`config.mk`:
```
export PLATFORM = sky130hd
export DESIGN_NAME = snn_run_ctrl
export DESIGN_NICKNAME = d
export VERILOG_FILES = /design/src/rtl/snn_run_ctrl.sv
export SDC_FILE = /design/constraint.sdc
export NUM_CORES = 1
export LEC_CHECK = 0
export ABC_CLOCK_PERIOD_IN_PS = 5500
export CORE_MARGIN = 2
export CORE_UTILIZATION = 54
export DETAILED_ROUTE_END_ITERATION = 10
export GPL_ROUTABILITY_DRIVEN = 0
export PLACE_DENSITY_LB_ADDON = 0.25
export SYNTH_ARGS = -nofsm -noshare
export SYNTH_HDL_FRONTEND = slang
export SYNTH_SLANG_ARGS = --single-unit
```
`constraint.sdc`:
```
create_clock -name clk -period 5.5 [get_ports clk]
set_input_delay 1.1 -clock clk [delete_from_list [all_inputs] [get_ports clk]]
set_output_delay 1.1 -clock clk [all_outputs]
set_load 0.02 [all_outputs]
```
`src/rtl/snn_run_ctrl.sv`:
```
// Run sequencer for the single-neuron STDP network: loads initial weights, plays
// NUM_STEPS spike vectors (each followed by ENCODE_TIME padding cycles) and reports the spike count.
module snn_run_ctrl #(
    parameter int N_PRE       = 2,
    parameter int W_DW        = 16,
    parameter int NUM_STEPS   = 100,
    parameter int ENCODE_TIME = 3,
    parameter int CNT_W       = 16
) (
    input  logic              clk,
    input  logic              rst,
    input  logic              start,
    output logic              busy,
    input  logic [W_DW-1:0]   w_tdata,
    input  logic              w_tvalid,
    output logic              w_tready,
    input  logic [N_PRE-1:0]  s_tdata,
    input  logic              s_tvalid,
    output logic              s_tready,
    output logic [W_DW-1:0]   syn_weight,
    output logic [N_PRE-1:0]  syn_wr_en,
    output logic [N_PRE-1:0]  pre_spikes,
    output logic              net_en,
    input  logic              post_spike,
    output logic [CNT_W-1:0]  r_tdata,
    output logic              r_tvalid,
    input  logic              r_tready,
    output logic [2:0]        dbg_state
);

    // Streams: a beat transfers on a cycle where valid and ready are both high; valid
    // must not depend on ready, and a transfer in cycle t takes effect in cycle t+1.

    localparam int WI_W = (N_PRE > 1) ? $clog2(N_PRE) : 1;
    localparam int ST_W = (NUM_STEPS > 1) ? $clog2(NUM_STEPS) : 1;
    localparam int GP_W = (ENCODE_TIME > 1) ? $clog2(ENCODE_TIME) : 1;

    typedef enum logic [2:0] {
        S_IDLE, S_LOAD_W, S_FETCH, S_APPLY, S_PAD, S_DRAIN, S_REPORT
    } state_t;

    state_t            state, state_n;
    logic [WI_W-1:0]   windex, windex_n;
    logic [ST_W-1:0]   step, step_n;
    logic [GP_W-1:0]   gap, gap_n;
    logic [CNT_W-1:0]  cnt, cnt_n;
    logic              cnt_en;
    logic              step_end;
    logic [W_DW-1:0]   syn_weight_n;
    logic [N_PRE-1:0]  syn_wr_en_n, pre_spikes_n;
    logic              net_en_n, r_tvalid_n;
    logic [CNT_W-1:0]  r_tdata_n;

    assign busy      = (state != S_IDLE);
    assign w_tready  = (state == S_LOAD_W);
    assign s_tready  = (state == S_FETCH);
    assign dbg_state = state;

    always_comb begin
        state_n      = state;
        windex_n     = windex;
        step_n       = step;
        gap_n        = gap;
        syn_weight_n = syn_weight;
        syn_wr_en_n  = '0;
        pre_spikes_n = pre_spikes;
        net_en_n     = net_en;
        r_tdata_n    = r_tdata;
        r_tvalid_n   = r_tvalid;
        step_end     = 1'b0;
        // The neuron answers one cycle after net_en, so counting follows net_en delayed.
        cnt_n        = (cnt_en && post_spike && !(&cnt)) ? cnt + CNT_W'(1) : cnt;

        case (state)
            S_IDLE: begin
                if (start) begin
                    state_n  = S_LOAD_W;
                    windex_n = '0;
                    cnt_n    = '0;
                end
            end
            S_LOAD_W: begin
                if (w_tvalid) begin
                    syn_weight_n = w_tdata;
                    syn_wr_en_n  = N_PRE'(1) << windex;
                    windex_n     = windex + WI_W'(1);
                    if (int'(windex) == N_PRE - 1) begin
                        state_n = S_FETCH;
                        step_n  = '0;
                    end
                end
            end
            S_FETCH: begin
                pre_spikes_n = '0;
                net_en_n     = 1'b0;
                if (s_tvalid) begin
                    pre_spikes_n = s_tdata;
                    net_en_n     = 1'b1;
                    state_n      = S_APPLY;
                end
            end
            S_APPLY: begin
                if (ENCODE_TIME > 0) begin
                    state_n      = S_PAD;
                    gap_n        = '0;
                    pre_spikes_n = '0;
                end else begin
                    step_end = 1'b1;
                end
            end
            S_PAD: begin
                pre_spikes_n = '0;
                if (int'(gap) == ENCODE_TIME - 1) step_end = 1'b1;
                else                              gap_n = gap + GP_W'(1);
            end
            S_DRAIN: begin
                net_en_n   = 1'b0;
                r_tvalid_n = 1'b1;
                r_tdata_n  = cnt_n;
                state_n    = S_REPORT;
            end
            S_REPORT: begin
                if (r_tready) begin
                    r_tvalid_n = 1'b0;
                    state_n    = S_IDLE;
                end
            end
            default: state_n = S_IDLE;
        endcase

        if (step_end) begin
            net_en_n     = 1'b0;
            pre_spikes_n = '0;
            if (int'(step) == NUM_STEPS - 1) begin
                state_n = S_DRAIN;
            end else begin
                step_n  = step + ST_W'(1);
                state_n = S_FETCH;
            end
        end
    end

    always_ff @(posedge clk) begin
        if (rst) begin
            state      <= S_IDLE;
            windex     <= '0;
            step       <= '0;
            gap        <= '0;
            cnt        <= '0;
            cnt_en     <= 1'b0;
            syn_weight <= '0;
            syn_wr_en  <= '0;
            pre_spikes <= '0;
            net_en     <= 1'b0;
            r_tdata    <= '0;
            r_tvalid   <= 1'b0;
        end else begin
            state      <= state_n;
            windex     <= windex_n;
            step       <= step_n;
            gap        <= gap_n;
            cnt        <= cnt_n;
            cnt_en     <= net_en;
            syn_weight <= syn_weight_n;
            syn_wr_en  <= syn_wr_en_n;
            pre_spikes <= pre_spikes_n;
            net_en     <= net_en_n;
            r_tdata    <= r_tdata_n;
            r_tvalid   <= r_tvalid_n;
        end
    end

endmodule
```
==> load_flow_metrics.sql <==
INSERT INTO impl_metrics (metric_group, metric, value, unit) VALUES
('clocking', 'clock_latency_reported_for_the_late_side_of_the_worst_skew_pair', '0.34', 'ns'),
('global_routing', 'grt_pass1_wl', '11600', 'µm'),
('synth', 'syn_nets', '391', ''),
('power', 'switching_share', '31.35', '%'),
('sta', 'max_slew_margin', '15.03', '%'),
('drt', 'drc', '0', ''),
('clocking', 'post_cts_buffers', '0', ''),
('critical_path', 'crit_fanout', '22', ''),
('synth', 'synth.distinct_cells', '54', ''),
('place', 'io_port_bufs', '68', ''),
('clocking', 'h-tree-depth', '3', ''),
('floorplan', 'die_area', '6276', 'µm²'),
('sta', 'timing.final.max_slew_violations', '0', ''),
('global_routing', 'globalRouteTotalUtil', '23.25', '%'),
('job', 'max-cap-violations', '0', ''),
('floorplan', 'initial_core_util', '55.83', '%'),
('power', 'cellLeakagePower', '1.223', 'nW'),
('power', 'vdd_drop_max', '366.3', 'µV'),
('finish', 'n_antenna_cell', '0', ''),
('synth', 'yosys.area_share.xor_xnor', '0', '%'),
('clocking', 'clock-sinks', '68', ''),
('synth', 'most_instantiated_flip_flop_cell_in_the_synthesis_netlist', 'sky130_fd_sc_hd__dfxtp_1', ''),
('synth', 'yosysTopAreaCellShare', '44.55', '%'),
('critical_path', 'cell_by_cell_trace_of_the_critical_path', 'nor2_1 > and2_1 > clkdlybuf4s50_1', ''),
('sta', 'fin_skew', '0.006909', 'ns'),
('drt', 'final_wl', '6991', 'µm'),
('synth', 'synth_seq_cells', '68', ''),
('power', 'p_clk_share', '29.3', '%'),
('synth', 'compound_cell_area_share_of_the_yosys_netlist', '20.84', '%'),
('outcome', 'outcome', 'complete, no violations', ''),
('sta', 'post-route-min-period', '3.190', 'ns'),
('synth', 'synth_largest_area_cell', 'sky130_fd_sc_hd__dfxtp_1', ''),
('synth', 'synth_adder_area_share', '1.229', '%'),
('sta', 'setup_slack', '2.310', 'ns'),
('floorplan', 'die_y', '79.22', 'µm'),
('power', 'power_frac_comb', '23.9', '%'),
('synth', 'yosysWarnings', '0', ''),
('clocking', 'tritoncts', 'done', ''),
('finish', 'final_standard_cell_area_without_fillers', '3877', 'µm²'),
('synth', 'largest_family_of_logic_cells_by_synthesized_area', 'simple AND/OR/NAND/NOR gates', ''),
('drt', 'route.antenna.remaining_nets', '0', ''),
('place', 'preCtsSetupSlack', '2.332', 'ns'),
('synth', 'muxShareOfSynthArea', '0.6552', '%'),
('synth', 'synth.top_cells.by_area', 'sky130_fd_sc_hd__dfxtp_1, sky130_fd_sc_hd__a21oi_1, sky130_fd_sc_hd__nand2_1, sky130_fd_sc_hd__nor2_1, sky130_fd_sc_hd__a311oi_1', ''),
('synth', 'synthCells', '363', ''),
('floorplan', 'placeableCoreArea', '5473', 'µm²'),
('clocking', 'cts_buffer_count', '9', ''),
('clocking', 'ctsHoldBuffers', '0', ''),
('drt', 'avgViaCountPerCell', '5.786', ''),
('power', 'net-switching-power', '0.3800', 'mW'),
('critical_path', 'required_time_reported_for_the_critical_path_endpoint', '4.40', 'ns'),
('synth', 'netlist_area', '3055', 'µm²'),
('critical_path', 'startpoint_type', 'flip-flop', ''),
('finish', 'area.growth.synth_to_final', '26.90', '%'),
('critical_path', 'slowest_stage_delay_cp', '0.76', 'ns'),
('synth', 'netlist_top_cells_count', 'sky130_fd_sc_hd__dfxtp_1, sky130_fd_sc_hd__nand2_1, sky130_fd_sc_hd__a21oi_1', ''),
('place', 'postPlaceCellArea', '3709', 'µm²'),
('drt', 'routed-via-count', '2870', ''),
('critical_path', 'worst_path_class_setup', 'flip-flop to output pin', ''),
('sta', 'rsz0062_at_grt', 'no', ''),
('synth', 'synth.avg_cell_area', '8.417', 'µm²'),
('synth', 'synth_seq_area_share', '44.55', '%'),
('sta', 'final.period_utilization', '58.00', '%'),
('place', 'post-dp-hpwl', '4849', 'µm'),
('critical_path', 'slowest_stage', 'sky130_fd_sc_hd__dfxtp_1', ''),
('global_routing', 'first_global_vias', '2603', ''),
('clocking', 'clkSlewWorstSetupHoldPaths', '0.07', 'ns'),
('synth', 'synth_simple_gate_area_share', '27.97', '%'),
('power', 'sequentialPowerShare', '46.8', '%'),
('clocking', 'cts_root_buf', 'sky130_fd_sc_hd__clkbuf_8', ''),
('global_routing', 'antenna_found_initial', '0', '');
## layout by cell type (no fill, tap or decap), drive strengths merged, types with 5 or more instances in the layout
| cell | n |
|---|---|
| a21oi | 41 |
| a311oi | 10 |
| clkbuf | 11 |
| clkdlybuf4s50 | 67 |
| dfxtp | 68 |
| inv | 5 |
| nand2 | 50 |
| nand3 | 17 |
| nand4 | 11 |
| nor2 | 25 |
| nor2b | 5 |
| nor3 | 8 |
| o211ai | 7 |
| o21ai | 18 |
| or3 | 10 |
## power by group through the flow
stage	registers (mW)	clock network (mW)	logic (mW)
final	0.567	0.355	0.290
after global routing	0.575	0.387	0.316
after CTS	0.568	0.366	0.292
after detailed placement	0.578	0	0.290
after global placement	0.576	0	0.287
after floorplan	0.590	0	0.155
## worst register-to-register path, stage by stage (launching register included)
cell and delay (ns):
sky130_fd_sc_hd__dfxtp_1 0.41, sky130_fd_sc_hd__ha_1 0.24, sky130_fd_sc_hd__nand3_1 0.19, sky130_fd_sc_hd__nor4_1 1.09, sky130_fd_sc_hd__o21ai_0 0.31, sky130_fd_sc_hd__a311oi_1 0.30
## path summary, 6_finish.rpt
kind	slack [ns]	from	to	cells after the start
worst max-delay path	2.31	dbg_state[2]$_SDFFE_PP0P_	s_tready	3
worst min-delay path	0.46	syn_weight[10]$_SDFFE_PP0N_	syn_weight[10]$_SDFFE_PP0N_	2
worst max register to register	2.87	cnt[0]$_SDFF_PP0_	r_tdata[5]$_SDFFE_PP0P_	5
worst min register to register	0.46	syn_weight[10]$_SDFFE_PP0N_	syn_weight[10]$_SDFFE_PP0N_	2
## logic make-up after synthesis
| logic type | Yosys count |
|---|---|
| simple gates | 160 |
| flops | 68 |
| buf+inv | 29 |
| fa+ha+maj | 3 |
| compound gates | 101 |
| mux | 2 |
## area by class of cell
| class | count | area (µm²) |
|---|---|---|
| clock buffer | 11 | 141.4 |
| clock inverter | 5 | 27.53 |
| fill | 459 | 1595 |
| inverter | 5 | 18.77 |
| multi-input combinational | 266 | 1555 |
| sequential | 68 | 1361 |
| tap | 72 | 90.09 |
| timing repair buffer | 69 | 683.2 |
## per-layer routing
metal | global-route usage, % | vias to the layer above | share of wire, %
met5 | 0 | - | 0
met1 | 27.99 | 1349 | 44
met4 | 7.931 | 0 | 1.1
met2 | 38.14 | 64 | 49
li1 | - | 1447 | -
met3 | 8.750 | 10 | 5.5
## metrics by stage
step | power (mW) | util, % | instances
2_1_floorplan | 0.7451 | - | 363
3_3_place_gp | 0.8628 | 67.76 | 480
3_5_place_dp | 0.8681 | 67.76 | 480
6_report | 1.212 | 70.85 | 496
5_1_grt | 1.278 | 70.85 | 496
4_1_cts | 1.226 | 70.85 | 496
## sequential cells by signal (all words and copies together), names as in the netlist
| register | cells |
|---|---|
| net_en | 1 |
| syn_weight | 16 |
| dbg_state | 3 |
| cnt_en | 1 |
| r_tvalid | 1 |
| cnt | 16 |
| r_tdata | 16 |
| pre_spikes | 2 |
| syn_wr_en | 2 |
| step | 7 |
| windex | 1 |
| gap | 2 |
Power figures use the tool's default switching activity.
